`config.mk`:
```
export PLATFORM = sky130hd
export DESIGN_NAME = store_buffer_align_flat
export DESIGN_NICKNAME = d
export VERILOG_FILES = /design/src/rtl/store_buffer_align_pkg.sv /design/src/rtl/store_buffer_align_if.sv /design/src/rtl/store_buffer_align_align.sv /design/src/rtl/store_buffer_align.sv /design/src/flat_wrapper.sv
export SDC_FILE = /design/constraint.sdc
export NUM_CORES = 1
export LEC_CHECK = 0
export ABC_AREA = 1
export CORE_MARGIN = 4
export CORE_UTILIZATION = 35
export CTS_CLUSTER_SIZE = 12
export DETAILED_ROUTE_END_ITERATION = 6
export DONT_BUFFER_PORTS = 1
export PLACE_DENSITY = 0.58
export SYNTH_ARGS = -nofsm -noshare
export SYNTH_HDL_FRONTEND = slang
export SYNTH_HIERARCHICAL = 1
export SYNTH_SLANG_ARGS = --single-unit
```
`constraint.sdc`:
```
create_clock -name clk -period 2.64 [get_ports clk]
set_input_delay 0.396 -clock clk [delete_from_list [all_inputs] [get_ports clk]]
set_output_delay 0.396 -clock clk [all_outputs]
set_load 0.05 [all_outputs]
```
`src/rtl/store_buffer_align_pkg.sv`:
```
// Shared CPU store-path definitions: store size encoding, the buffered
// entry layout and the default buffer geometry.
package store_buffer_align_pkg;

    localparam int SB_DEPTH  = 4;
    localparam int SB_ADDR_W = 32;

    typedef enum logic [1:0] {
        SZ_BYTE = 2'b00,
        SZ_HALF = 2'b01,
        SZ_WORD = 2'b10,
        SZ_RSVD = 2'b11
    } StoreSize_t;

    typedef struct packed {
        logic [SB_ADDR_W-1:0] waddr;
        logic [3:0]           wstrb;
        logic [31:0]          wdata;
    } SBEntry_t;

endpackage

```
`src/rtl/store_buffer_align_if.sv`:
```
// Store-buffer bus bundle: MEM-stage store port, data-cache write port,
// load-conflict probe and occupancy status.
interface store_buffer_align_if #(
    parameter int ADDR_W = 32,
    parameter int DEPTH  = 4
);
    // st_* and dc_w* are valid/ready pairs: a transfer happens on a rising
    // clk when valid and ready are both high; valid never waits on ready.
    logic                     st_valid;
    logic                     st_ready;
    logic [1:0]               st_size;
    logic [ADDR_W-1:0]        st_addr;
    logic [31:0]              st_wdata;
    logic                     st_ades;
    logic                     dc_wvalid;
    logic                     dc_wready;
    logic [ADDR_W-1:0]        dc_waddr;
    logic [3:0]               dc_wstrb;
    logic [31:0]              dc_wdata;
    logic                     ld_valid;
    logic [ADDR_W-1:0]        ld_addr;
    logic                     ld_conflict;
    logic                     sb_empty;
    logic [$clog2(DEPTH):0]   sb_count;

    modport master (
        output st_valid, st_size, st_addr, st_wdata, dc_wready, ld_valid, ld_addr,
        input  st_ready, st_ades, dc_wvalid, dc_waddr, dc_wstrb, dc_wdata,
               ld_conflict, sb_empty, sb_count
    );

    modport slave (
        input  st_valid, st_size, st_addr, st_wdata, dc_wready, ld_valid, ld_addr,
        output st_ready, st_ades, dc_wvalid, dc_waddr, dc_wstrb, dc_wdata,
               ld_conflict, sb_empty, sb_count
    );

endinterface

```
`src/rtl/store_buffer_align_align.sv`:
```
// Store lane alignment: size/offset to byte strobes, replicated lane data
// and the misaligned-address exception.
module store_align
    import store_buffer_align_pkg::*;
(
    input  logic        valid,
    input  StoreSize_t  size,
    input  logic [1:0]  offset,
    input  logic [31:0] data,
    output logic [3:0]  strb,
    output logic [31:0] lane_data,
    output logic        ades,
    output logic        rsvd
);

    always_comb begin
        strb      = 4'b0000;
        lane_data = 32'h0;
        ades      = 1'b0;
        rsvd      = 1'b0;
        case (size)
            SZ_BYTE: begin
                strb      = 4'b0001 << offset;
                lane_data = {4{data[7:0]}};
            end
            SZ_HALF: begin
                strb      = offset[1] ? 4'b1100 : 4'b0011;
                lane_data = {2{data[15:0]}};
                ades      = valid & offset[0];
            end
            SZ_WORD: begin
                strb      = 4'b1111;
                lane_data = data;
                ades      = valid & (offset != 2'b00);
            end
            default: rsvd = 1'b1;
        endcase
    end

endmodule

```
`src/rtl/store_buffer_align.sv`:
```
// In-order store buffer: aligns committed stores, queues them and drains
// them to the data cache, flagging loads that hit a pending store word.
module store_buffer_align
    import store_buffer_align_pkg::*;
#(
    parameter int DEPTH  = SB_DEPTH,
    parameter int ADDR_W = SB_ADDR_W
) (
    input logic                clk,
    input logic                resetn,
    store_buffer_align_if.slave bus
);

    localparam int PW = $clog2(DEPTH);
    localparam int CW = PW + 1;

    logic [PW-1:0]     rd_ptr, wr_ptr;
    logic [CW-1:0]     count;
    logic [DEPTH-1:0]  vld;
    SBEntry_t          mem [DEPTH];

    logic [3:0]        al_strb;
    logic [31:0]       al_data;
    logic              al_rsvd;
    logic              push, pop;
    logic              hit;
    logic [ADDR_W-1:0] ew;

    store_align u_align (
        .valid     (bus.st_valid),
        .size      (StoreSize_t'(bus.st_size)),
        .offset    (bus.st_addr[1:0]),
        .data      (bus.st_wdata),
        .strb      (al_strb),
        .lane_data (al_data),
        .ades      (bus.st_ades),
        .rsvd      (al_rsvd)
    );

    // Ready depends only on occupancy, keeping dc_wready off the store path.
    assign bus.st_ready  = (count != CW'(DEPTH));
    assign bus.dc_wvalid = (count != '0);
    assign bus.sb_empty  = (count == '0);
    assign bus.sb_count  = count;
    assign bus.dc_waddr  = ADDR_W'(mem[rd_ptr].waddr);
    assign bus.dc_wstrb  = mem[rd_ptr].wstrb;
    assign bus.dc_wdata  = mem[rd_ptr].wdata;

    assign push = bus.st_valid & bus.st_ready & ~bus.st_ades & ~al_rsvd;
    assign pop  = bus.dc_wvalid & bus.dc_wready;

    always_ff @(posedge clk or negedge resetn) begin
        if (!resetn) begin
            rd_ptr <= '0;
            wr_ptr <= '0;
            count  <= '0;
            vld    <= '0;
            for (int i = 0; i < DEPTH; i++) mem[i] <= '0;
        end else begin
            if (push) begin
                mem[wr_ptr].waddr <= SB_ADDR_W'({bus.st_addr[ADDR_W-1:2], 2'b00});
                mem[wr_ptr].wstrb <= al_strb;
                mem[wr_ptr].wdata <= al_data;
                vld[wr_ptr]       <= 1'b1;
                wr_ptr            <= wr_ptr + 1'b1;
            end
            if (pop) begin
                vld[rd_ptr] <= 1'b0;
                rd_ptr      <= rd_ptr + 1'b1;
            end
            case ({push, pop})
                2'b10:   count <= count + 1'b1;
                2'b01:   count <= count - 1'b1;
                default: count <= count;
            endcase
        end
    end

    // Word-granular match; the entry being written this cycle is not yet valid.
    always_comb begin
        hit = 1'b0;
        ew  = '0;
        for (int i = 0; i < DEPTH; i++) begin
            ew = ADDR_W'(mem[i].waddr);
            if (vld[i] && (((ew ^ bus.ld_addr) >> 2) == '0)) hit = 1'b1;
        end
    end

    assign bus.ld_conflict = bus.ld_valid & hit;

endmodule

```
`src/flat_wrapper.sv`:
```
// flat-port wrapper written by rule: the top's interface ports become plain ports
module store_buffer_align_flat import store_buffer_align_pkg::*;
#(
    parameter int DEPTH  = SB_DEPTH,
    parameter int ADDR_W = SB_ADDR_W
)
  (clk, resetn, bus_st_valid, bus_st_size, bus_st_addr, bus_st_wdata, bus_dc_wready, bus_ld_valid, bus_ld_addr, bus_st_ready, bus_st_ades, bus_dc_wvalid, bus_dc_waddr, bus_dc_wstrb, bus_dc_wdata, bus_ld_conflict, bus_sb_empty, bus_sb_count);
  store_buffer_align_if #(.ADDR_W(ADDR_W), .DEPTH(DEPTH)) bus_i ();
  input logic clk;
  input logic resetn;
  input wire logic [$bits(bus_i.st_valid)-1:0] bus_st_valid;
  input wire logic [$bits(bus_i.st_size)-1:0] bus_st_size;
  input wire logic [$bits(bus_i.st_addr)-1:0] bus_st_addr;
  input wire logic [$bits(bus_i.st_wdata)-1:0] bus_st_wdata;
  input wire logic [$bits(bus_i.dc_wready)-1:0] bus_dc_wready;
  input wire logic [$bits(bus_i.ld_valid)-1:0] bus_ld_valid;
  input wire logic [$bits(bus_i.ld_addr)-1:0] bus_ld_addr;
  output wire logic [$bits(bus_i.st_ready)-1:0] bus_st_ready;
  output wire logic [$bits(bus_i.st_ades)-1:0] bus_st_ades;
  output wire logic [$bits(bus_i.dc_wvalid)-1:0] bus_dc_wvalid;
  output wire logic [$bits(bus_i.dc_waddr)-1:0] bus_dc_waddr;
  output wire logic [$bits(bus_i.dc_wstrb)-1:0] bus_dc_wstrb;
  output wire logic [$bits(bus_i.dc_wdata)-1:0] bus_dc_wdata;
  output wire logic [$bits(bus_i.ld_conflict)-1:0] bus_ld_conflict;
  output wire logic [$bits(bus_i.sb_empty)-1:0] bus_sb_empty;
  output wire logic [$bits(bus_i.sb_count)-1:0] bus_sb_count;
  assign bus_i.st_valid = bus_st_valid;
  assign bus_i.st_size = bus_st_size;
  assign bus_i.st_addr = bus_st_addr;
  assign bus_i.st_wdata = bus_st_wdata;
  assign bus_i.dc_wready = bus_dc_wready;
  assign bus_i.ld_valid = bus_ld_valid;
  assign bus_i.ld_addr = bus_ld_addr;
  assign bus_st_ready = bus_i.st_ready;
  assign bus_st_ades = bus_i.st_ades;
  assign bus_dc_wvalid = bus_i.dc_wvalid;
  assign bus_dc_waddr = bus_i.dc_waddr;
  assign bus_dc_wstrb = bus_i.dc_wstrb;
  assign bus_dc_wdata = bus_i.dc_wdata;
  assign bus_ld_conflict = bus_i.ld_conflict;
  assign bus_sb_empty = bus_i.sb_empty;
  assign bus_sb_count = bus_i.sb_count;
  store_buffer_align #(.DEPTH(DEPTH), .ADDR_W(ADDR_W)) u_core (.clk(clk), .resetn(resetn), .bus(bus_i));
endmodule
```
# --- Word-level counts from Yosys, hierarchy flattened ---
# Cells that the tools add are included.
totals:
  reg_bits: 283
  inputBits: 103
  wordCells: 94
classes:
  n_addsub: 4
  n_lt_le_gt_ge: 7
  n_eq_ne: 5
  shifts: 1
  muxes: 27
  bitwise_logic: 17
  n_reduce_logical: 17
ops:
  columns: ["op", "n"]
  rows:
  - ["$bwmux 272", 3]
  - ["$demux 68 s2", 3]
  - ["$mux 68", 3]
  - ["$bmux 68 s2", 1]
  - ["$logic_not 32->1", 4]
  - ["$xor 32x32->32", 4]
  - ["$pmux 32 s3", 1]
  - ["$mux 36", 1]
  - ["$mux 32", 1]
  - ["$mux 4", 3]
  - ["$pmux 4 s3", 1]
  - ["$and 1x1->1", 7]
  - ["$logic_and 1x1->1", 7]
  - ["$ge 3x3->1 const B", 2]
  - ["$lt 2x3->1 const B", 2]
  - ["$mux 1", 6]
  - ["$not 2->3", 2]
  - ["$pmux 3 s2", 1]
  - ["$add 2x1->2 const B", 2]
  - ["$and 4x4->4", 1]
  - ["$demux 1 s2", 2]
  - ["$eq 2x1->1 const B", 2]
  - ["$eq 2x2->1 const B", 2]
  - ["$ge 2x1->1 const B", 2]
  - ["other kinds (14)", 15]

# --- Longest topological paths before layout ---
# Gate-level depths: netlist (run 1).
depth:
  word_depth: 9
  depth_mapped: 15
  mapped_depth_nobuf: 12

# --- Cells and area by module ---
# Netlist (run 1), hierarchy kept.
modules_own_cells:
  columns: ["module", "instances", "cells_per_inst", "area_each_um2", "seq_area_each_um2"]
  rows:
  - ["store_buffer_align", 1, 2013, 14340.0, 6881.6]
  - ["store_align", 1, 148, 729.4, 0.0]

# --- Worst setup path after synthesis (run 1) ---
# Ideal clock, no wire load.
synth_path:
  path_type: "flip-flop to flip-flop"
  from: "register u_core.count[0] (netlist: u_core/bus.sb_count[0])"
  to: "register u_core.count[1] (netlist: u_core/bus.sb_count[1])"
  setup_ns: 0.083
  t_arrival_ns: 3.573
  path_slack_ns: -1.015
  stages_incl_launch_ff: 9
  path_buffers: 0
  period_less_slack_ns: 3.655
  path_cell_list: "dfrtp_1 -> nor3_1 -> inv_1 -> nand2_1 -> inv_1 -> ha_1 -> inv_1 -> fa_1 -> o21ai_0"
synth_rtl:
  columns: ["element", "line", "rtl"]
  rows:
  - ["start, declared", "store_buffer_align.sv:18", "logic [CW-1:0] count;"]
  - ["start signal, assigned", "store_buffer_align.sv:72", "2'b10: count <= count + 1'b1;"]
  - ["start signal, assigned", "store_buffer_align.sv:73", "2'b01: count <= count - 1'b1;"]
  - ["start signal, assigned", "store_buffer_align.sv:74", "default: count <= count;"]
  - ["$reduce_bool 3->1 *", "store_buffer_align.sv:42", "assign bus.dc_wvalid = (count != '0);"]
  - ["net bus_dc_wvalid", "flat_wrapper.sv:20", "output wire logic [$bits(bus_i.dc_wvalid)-1:0] bus_dc_wvalid;"]
  - ["$and 1x1->1 *", "store_buffer_align.sv:50", "assign pop = bus.dc_wvalid & bus.dc_wready;"]
  - ["$eq 2x1->1 or $eq 2x2->1 (tied branches)", "store_buffer_align.sv:71", "case ({push, pop})"]
  - ["$pmux 3 s2 or $reduce_bool 2->1 (tied branches)", null, null]
# The timed path passes the listed nets; every way through them passes the cells marked *.
# A chain may end at the register's enable or synchronous reset.

# --- Worst setup path in the final report (run 1) ---
layout_path:
  from: "register u_core.mem, in the netlist u_core/ew[31]"
  to: "output port bus_ld_conflict"
layout_between:
  elab_chain_len: 5
layout_lines:
  columns: ["element", "line", "rtl"]
  rows:
  - ["start, declared", "store_buffer_align.sv:20", "SBEntry_t mem [DEPTH];"]
  - ["$xor 32x32->32", "store_buffer_align.sv:85", "if (vld[i] && (((ew ^ bus.ld_addr) >> 2) == '0)) hit = 1'b1;"]
  - ["$logic_not 32->1", "store_buffer_align.sv:85", null]
  - ["$logic_and 1x1->1", "store_buffer_align.sv:85", null]
  - ["$mux 1", "store_buffer_align.sv:85", null]
  - ["$and 1x1->1", "store_buffer_align.sv:89", "assign bus.ld_conflict = bus.ld_valid & hit;"]
  - ["end, declared", "flat_wrapper.sv:24", "output wire logic [$bits(bus_i.ld_conflict)-1:0] bus_ld_conflict;"]
# Every way passes these cells.

==> results of run 1 <==
## per-stage QoR
stage | hold slack (ns) | total power [mW] | setup slack [ns] | std cells
after floorplan | 0.100 | 16.5 | 0.00194 | 2162
after CTS | -0.509 | 25.7 | 0.0106 | 2772
after global routing | -0.520 | 27.4 | -0.0509 | 2780
after detailed placement | 0.112 | 20.8 | 0.267 | 2686
after global placement | 0.113 | 20.7 | 0.266 | 2686
final | -0.485 | 25.7 | 0.0438 | 2780
## layer usage
| layer | routed length [um] | track usage [%] | vias to the layer above |
|---|---|---|---|
| met5 | 0 | 0 | - |
| met4 | 1410 | 6.31 | 0 |
| met3 | 4120 | 4.75 | 67 |
| met2 | 25300 | 37.2 | 518 |
| met1 | 22500 | 28.9 | 6781 |
| li1 | - | - | 6792 |
## flip-flops by register name, indices dropped and copies added, names as in the netlist
name and count:
u_core/bus.sb_count 3, u_core/ew 30, u_core/mem 234, u_core/rd_ptr 2, u_core/vld 4, u_core/wr_ptr 2
## synthesized netlist by cell type
cell / count
a21oi_1: 90
a22oi_1: 4
buf_1: 3
buf_2: 49
buf_4: 16
buf_6: 4
clkbuf_1: 39
clkbuf_2: 2
conb_1: 1
dfrtp_1: 275
fa_1: 1
ha_1: 14
inv_1: 173
inv_2: 11
inv_4: 1
nand2_1: 1019
nand2_2: 5
nand2_4: 1
nand3_1: 9
nand3_2: 11
nand4_1: 10
nor2_1: 142
nor2_4: 1
nor3_1: 1
nor3b_2: 1
o21ai_0: 180
o21ai_1: 18
o22ai_1: 42
xnor2_1: 32
xor2_1: 6
## layout make-up
| type | instances | area [um2] | share of cell area [%] |
|---|---|---|---|
| clock buffers | 44 | 925 | 5.22 |
| clock inverters | 9 | 73.8 | 0.417 |
| inverters | 185 | 713 | 4.02 |
| multi-input cells | 1589 | 7040 | 39.7 |
| flip-flops and latches | 275 | 6890 | 38.9 |
| well taps | 539 | 674 | 3.81 |
| repair buffers | 138 | 1400 | 7.87 |
| repair inverters | 1 | 8.76 | 0.0494 |
## cells by family (layout without fill, tap and decap cells)
logic type,Yosys count,in the layout,share of synthesized area [%]
adder cells (fa/ha/maj),15,15,1.30
flip-flops,275,275,45.7
AO/OA/AOI/OAI,334,334,11.5
XOR/XNOR,38,38,2.21
other,1,2,0.0249
buffers and inverters,298,377,8.46
AND/OR/NAND/NOR,1200,1200,30.8
## placed cells by master, fill, tap and decap left out, drive strengths merged, types with 8 or more instances in the layout
cell	n
dfrtp	275
nand3	20
nor2	143
a21oi	90
o21ai	198
clkinv	8
inv	185
nand2	1025
xnor2	32
buf	105
ha	14
nand4	10
dlygate4sd3	31
o22ai	42
clkbuf	45
## timing repair
item	in CTS	in global routing
gates resized for setup	15	12
buffers inserted	0	6
hold endpoints to repair	396	275
gates cloned	2	2
endpoints found under the setup margin	19	24
pin swaps	1	7
## report_power, final
group / leakage (nW) / total (mW) / internal, mW / switching, mW
registers: 3.50 / 7.54 / 6.17 / 1.37
logic: 5.21 / 13.9 / 4.32 / 9.57
clock network: 0.503 / 4.30 / 2.50 / 1.79
## critical path: stages, from the launching register on
cell,delay (ns)
dfrtp_1,0.38
inv_1,0.07
nand2_1,0.09
nand2_1,0.05
inv_1,0.05
nand2_1,0.13
nor2_4,0.16
nand2_1,0.08
nor2_2,0.14
nand2_1,0.07
nand2_1,0.07
nor2_2,0.06
nor2_2,0.11
buf_6,0.16
## worst paths after layout
check	start	endpoint	slack, ns
min reg2reg	u_core/mem[157]	u_core/mem[157]	0.47
max reg2reg	u_core/bus.sb_count[2]	u_core/bus.sb_count[2]	0.52
min in group clk	bus_st_wdata[6]	u_core/mem[210]	0.10
min	resetn	u_core/mem[126]	-0.49
max in group asynchronous	resetn	u_core/mem[91]	2.74
max	u_core/ew[31]	bus_ld_conflict	0.04
==> metrics, run 1 <==
post-synth top area cell=dfrtp_1; 1st-pass router iterations=5; register bit count reported by yosys=roughly 280; Post-CTS Hold Buffers=31; WP data required=approximately 2.2 ns; count of input and output buffers=0; cell area after layout=0.0177 mm2; synthesized cell area=0.0151 mm2; Synth top area share=a little under half; CORE AREA=about 0.042 mm2; Final Util=about two fifths; vias in the first global route=around 14000; Die ar.=0.0464 mm2; routed length per instance=roughly 19 um; IO Pins=approximately 180; startpoint class of the critical path=register; fin. max-slew vios=0; clock-pin slew on the worst setup and hold paths=around 0.06 ns; final setup fails=0; fillcell total=4370; Relative slew margins=60.7%; Ys Warns=6; CTS tree=yes; Post-DP Area=between 0.015 and 0.02 mm2; row count=75; Power Density=1450 mW/mm2; Detail Route Antenna Nets=0; critical path peak fanout=3; status=finished with violations; skew final=just under 0.008 ns; VDD IR-drop max=around 0.00070 V; Syn Inst Count=2161; Initial Utilization=approximately 36%; Worst setup EP type=primary output; maxcap violations=0; largest net degree at the start of global routing=276; worst hold slack=-0.485 ns; H-tree Lvls=1; failing checks=negative hold slack; HP Class=in2async; first-pass GRT wire length=between 80 and 90 mm; top cells by area, synth=dfrtp_1, nand2_1, o21ai_0; GRT overflow=0; routed wire length=around 53 mm; dpl hpwl=about 33 mm; Vias/cell=5.09; layout cell share with drive strength beyond 1=between 9 and 10%; period utilisation layout=a little over nine tenths; Pleak=9.21 nW; antenna violations before repair=0; Die W=roughly 220 um; DRC=0; Max Root-Sink Buffers=3; Worst Max-Slew Pin Slew=0.589 ns; Worst Path Arrival=2.20 ns; RSZ-0062 raised after global routing=yes; DRT iter0 DRCs=1190; All-Layer GR Usage=between 20% and 30%; R2R cell count=10; root buf cell=clkbuf_16; Antenna Cells=0; Final Hold Viols=about 280; Chip Height=around 220 um; gpl congestion=about 0.94; CTS Buf Count=31; Syn Area/Cell=6.97 um2; layout net count=2339; Layout area overhead=17.6%; vias=about 14000; Worst-Skew Late Latency=just under 0.6 ns; Synth cell types=30; worst setup path class=reg2out; fin crit period=around 2.6 ns; post-synthesis sequential area ratio=between 40% and 50%; fmax=about 390 MHz; Sink Count=between 200 and 300; Sum Neg Setup Slack=0 ns
Power figures use the tool's default switching activity.
==> run 2: changes to the inputs <==
==> constraint.sdc (replaced) <==
create_clock -name clk -period 2.9 [get_ports clk]
set_input_delay 0.435 -clock clk [delete_from_list [all_inputs] [get_ports clk]]
set_output_delay 0.435 -clock clk [all_outputs]
set_load 0.05 [all_outputs]
==> run 2 against run 1 <==
Effect of this change:
- the run still ends with negative hold slack left
- sequential power is 9.7% lower
- clock skew grew 0.0048 ns
- combinational power shrank 12%
- largest cell class unchanged
==> metrics, run 2 (synthesis gave the netlist of run 1 again) <==
WP data required=2.47 ns; first-pass GRT wire length=~80 mm; layout net count=2328; ordered list of cells on the worst path=inv_4 > buf_12 > o21ai_0 > o22ai_1 > buf_4; sw power=~11 mW; Setup WS post-layout=~0.12 ns; Die ar.=around 0.046 mm2; most common cell after layout, fill and taps aside=nand2_1; Relative slew margins=43.5%; routed wire length=roughly 51 mm; combinational share of power=between 50 and 60%; RSZ-0062 raised after global routing=no; layout cell share with drive strength beyond 1=about 8.1%; P_int=~11 mW; Layout area overhead=15.3%; largest net degree at the start of global routing=~280; startpoint class of the critical path=register; commonest cells after routing, fill and taps aside=nand2_1, dfrtp_1, o21ai_0; Vias/cell=~5; root buf cell=clkbuf_16; HP Class=in2async; gpl congestion=between 0.9 and 1; Clock Power Share=16.4%; Worst Path Arrival=between 2 and 2.5 ns; Worst Max-Slew Pin Slew=about 0.85 ns; fillcell total=roughly 4400; H-tree Lvls=1; Detail Route Antenna Nets=0; Sw Ratio=between 40 and 50%; skew final=about 0.013 ns; Antenna Cells=0; DRC=0; All-Layer GR Usage=a little over a fifth; critical path's largest stage delay=~0.60 ns; count of input and output buffers=0; Biggest register=u_core/mem; pre-CTS WS=~0.33 ns; Die W=approximately 220 um; critical path peak fanout=73; vias=around 14000; worst hold slack=-0.432 ns; worst setup path class=reg2out; Chip Height=roughly 220 um; fmax=approximately 360 MHz; Final Util=between 40% and 50%; max reg flops=234; CTS tree=yes; Pleak=between 9 and 10 nW; Sum Neg Setup Slack=0 ns; fin crit period=roughly 2.8 ns; CORE AREA=~0.042 mm2; Worst setup EP type=primary output; DRT iter0 DRCs=about 1400; routed length per instance=18.6 um; fin. max-slew vios=0; dpl hpwl=33.0 mm; total power=22.8 mW; Post-CTS Hold Buffers=30; final setup fails=0; Flop pwr share=around 30%; Initial Utilization=between 30% and 40%; 1st-pass router iterations=6; status=finished with violations; IO Pins=approximately 180; Max Root-Sink Buffers=3; Worst-Skew Late Latency=0.57 ns; period utilisation layout=between 90% and 100%; Slowest-stage cell, CP=dfrtp_4; row count=75; antenna violations before repair=0; maxcap violations=0; R2R cell count=10; failing checks=negative hold slack; clock-pin slew on the worst setup and hold paths=around 0.06 ns; vias in the first global route=approximately 14000; CTS Buf Count=30; Power Density=about 1300 mW/mm2; Sink Count=around 280; Final Hold Viols=roughly 280; VDD IR-drop max=~0.0010 V; GRT overflow=0
## run 2: power by group through the flow
stage	combinational, mW	sequential, mW	clock [mW]
global placement	12.0	6.80	0
global route	13.3	7.02	4.01
detailed placement	12.1	6.85	0
finish	12.2	6.81	3.74
CTS	12.2	6.78	3.85
floorplan	8.43	6.58	0
## run 2: through the flow
stage | instance area [um2] | instances
2_1_floorplan | 15100 | 2162
3_3_place_gp | 16100 | 2686
3_5_place_dp | 16100 | 2686
4_1_cts | 17400 | 2767
5_1_grt | 17400 | 2767
6_report | 17400 | 2767
## run 2: final cells by class
| cell class | instances | area [um2] | share of cell area (%) |
|---|---|---|---|
| multi-input cells | 1589 | 6950 | 40.0 |
| flip-flops and latches | 275 | 6890 | 39.6 |
| repair buffers | 129 | 1220 | 7.04 |
| clock buffers | 45 | 888 | 5.11 |
| inverters | 185 | 701 | 4.03 |
| well taps | 539 | 674 | 3.88 |
| clock inverters | 5 | 50.0 | 0.288 |
## run 2: critical path, delay by kind of cell, from the launching register on
kind,cells,cell delay (ns)
compound gates,2,0.43
buf+inv,3,0.73
flops,1,0.60
## run 2: worst paths after layout
path | start | end | slack (ns)
setup / recovery | u_core/rd_ptr[0] | bus_dc_wdata[1] | 0.12
hold / removal | resetn | u_core/mem[127] | -0.43
setup reg to reg | u_core/bus.sb_count[0] | u_core/bus.sb_count[2] | 0.81
hold reg to reg | u_core/mem[146] | u_core/mem[146] | 0.47
max in group asynchronous | resetn | u_core/ew[5] | 2.62
min in group clk | bus_st_addr[24] | u_core/mem[196] | 0.02
## run 2: routing by layer
layer / global-route usage (%) / routed length, um / vias up
met5: 0 / 0 / -
met3: 4.71 / 3920 / 59
met2: 36.4 / 24400 / 489
met4: 5.30 / 1220 / 0
li1: - / - / 6767
met1: 28.4 / 21900 / 6611
## run 2: what timing repair did
item,in CTS,in global routing
gates resized for setup,0,4
endpoints found under the hold margin,394,275
setup buffers,1,0
endpoints found under the setup margin,3,3
==> run 3: changes to the inputs <==
--- a/config.mk
+++ b/config.mk
@@ -7,11 +7,11 @@
 export LEC_CHECK = 0
 export ABC_AREA = 1
 export CORE_MARGIN = 4
-export CORE_UTILIZATION = 35
+export CORE_UTILIZATION = 60
 export CTS_CLUSTER_SIZE = 12
 export DETAILED_ROUTE_END_ITERATION = 6
 export DONT_BUFFER_PORTS = 1
-export PLACE_DENSITY = 0.58
+export PLACE_DENSITY = 0.85
 export SYNTH_ARGS = -nofsm -noshare
 export SYNTH_HDL_FRONTEND = slang
 export SYNTH_HIERARCHICAL = 1
==> run 3 against run 2 <==
Effect of this change:
- the run ends with design-rule violations, negative hold slack left
- sequential cell count stayed put
- register-to-register slack worse by 0.30 ns
- sequential share of layout area is 0.64 points higher
- fmax is 0.56% lower
- design area is 1.6% lower
- critical endpoint is now bus_dc_waddr[15]
- highest routed layer unchanged
==> metrics, run 3 (synthesis gave the netlist of run 1 again) <==
Biggest register=u_core/mem; WP data required=2.47 ns; failing checks=design-rule violations, negative hold slack; Antenna Cells=0; root buf cell=clkbuf_16; total power=roughly 23 mW; vias=14700; dpl hpwl=about 30 mm; Relative slew margins=53.2%; RSZ-0062 raised after global routing=no; critical path peak fanout=~40; CP delay by family, top=buffers and inverters; Setup WS post-layout=0.101 ns; Sink Count=between 200 and 300; routed wire length=between 40 and 50 mm; most common cell after layout, fill and taps aside=nand2_1; Chip Height=roughly 170 um; Layout area overhead=13.5%; fmax=roughly 360 MHz; Initial Utilization=between 60 and 70%; VDD IR-drop max=just over 0.0008 V; Vias/cell=5.74; gpl congestion=about 0.95; CTS Buf Count=30; row count=57; Final Util=between 60% and 70%; startpoint class of the critical path=register; first-pass GRT wire length=roughly 76 mm; vias in the first global route=about 14000; skew final=approximately 0.014 ns; Slowest-stage cell, CP=dfrtp_4; Sum Neg Setup Slack=0 ns; fin. max-slew vios=0; final setup fails=0; worst hold slack=-0.416 ns; Worst-Skew Late Latency=roughly 0.56 ns; Power Density=~1300 mW/mm2; Worst Path Arrival=between 2 and 2.5 ns; routed length per instance=between 15 and 20 um; count of input and output buffers=0; IO Pins=between 150 and 200; worst setup path class=reg2out; DRC=2; status=finished with violations; CTS tree=yes; fillcell total=between 1500 and 2000; Pleak=between 9 and 10 nW; critical path's largest stage delay=0.59 ns; layout cell share with drive strength beyond 1=7.94%; Detail Route Antenna Nets=0; All-Layer GR Usage=~33%; 1st-pass router iterations=7; H-tree Lvls=1; fin crit period=~2.8 ns; period utilisation layout=96.5%; Post-CTS Hold Buffers=30; Max Root-Sink Buffers=3; max reg flops=234; antenna violations before repair=0; largest net degree at the start of global routing=~280; maxcap violations=0; commonest cells after routing, fill and taps aside=nand2_1, dfrtp_1, o21ai_0; clock-pin slew on the worst setup and hold paths=~0.060 ns; Worst Max-Slew Pin Slew=roughly 0.7 ns; CORE AREA=0.0245 mm2; GRT overflow=0; Worst setup EP type=primary output; pre-CTS WS=~0.46 ns; Die ar.=between 0.02 and 0.03 mm2; WP buf/inv=3; layout net count=2327; DRT iter0 DRCs=~1800; Final Hold Viols=275; ordered list of cells on the worst path=inv_4 > buf_12 > o21ai_0 > o22ai_1 > buf_4; Die W=around 170 um; HP Class=in2async
==> run 3: per-stage QoR <==
step | hold slack (ns) | instances | instance area (um2)
after floorplan | 0.139 | 2162 | 15100
after global placement | 0.153 | 2469 | 15800
after detailed placement | 0.152 | 2469 | 15800
after CTS | -0.430 | 2552 | 17100
after global routing | -0.432 | 2553 | 17100
final | -0.416 | 2553 | 17100
==> run 3: metal layers <==
metal / track usage (%) / part of all wire, % / vias up
met3: 7.23 / 11 / 194
met2: 54.4 / 46 / 945
met4: 17.0 / 6.2 / 0
li1: - / - / 6757
met1: 42.3 / 36 / 6754
met5: 0 / 0 / -
==> run 3: final cells by class <==
class,count,area (um2),area share [%]
Inverter,185,699,4.09
Timing Repair Buffer,128,1200,7.00
Clock buffer,47,885,5.17
Multi-Input combinational cell,1589,6940,40.6
Tap cell,324,405,2.37
Clock inverter,5,86.3,0.505
Sequential cell,275,6890,40.3
==> run 3: worst paths after layout <==
path,depth (start not counted),slack [ns],endpoint,start
max in group asynchronous,0,2.74,u_core/ew[17],resetn
max reg2reg,10,0.51,u_core/bus.sb_count[2],u_core/bus.sb_count[1]
min reg2reg,2,0.47,u_core/mem[77],u_core/mem[77]
min in group clk,2,0.01,u_core/mem[132],bus_st_addr[28]
min,0,-0.42,u_core/mem[263],resetn
max,5,0.10,bus_dc_waddr[15],u_core/rd_ptr[0]
==> run 3: what timing repair did <==
action | 4_1_cts | 5_1_grt
endpoints found under the setup margin | 1 | 14
setup buffers | 0 | 1
cloned | 1 | 0
endpoints found under the hold margin | 335 | 275
resized for setup | 1 | 1
==> run 3: worst reg2reg max path, stage by stage (launching register included) <==
cell	delay [ns]
dfrtp_1	0.73
nor3_4	0.08
inv_1	0.08
nand2_1	0.08
inv_1	0.25
ha_1	0.20
inv_1	0.07
fa_1	0.38
a21oi_1	0.15
o21ai_0	0.12
xnor2_1	0.14
==> run 3: power breakdown <==
part           leakage, nW  switching (mW)  internal [mW]  total (mW)
registers             3.50            1.25           5.61        6.86
clock network        0.475            1.54           2.25        3.79
logic                 5.09            8.40           3.69        12.1
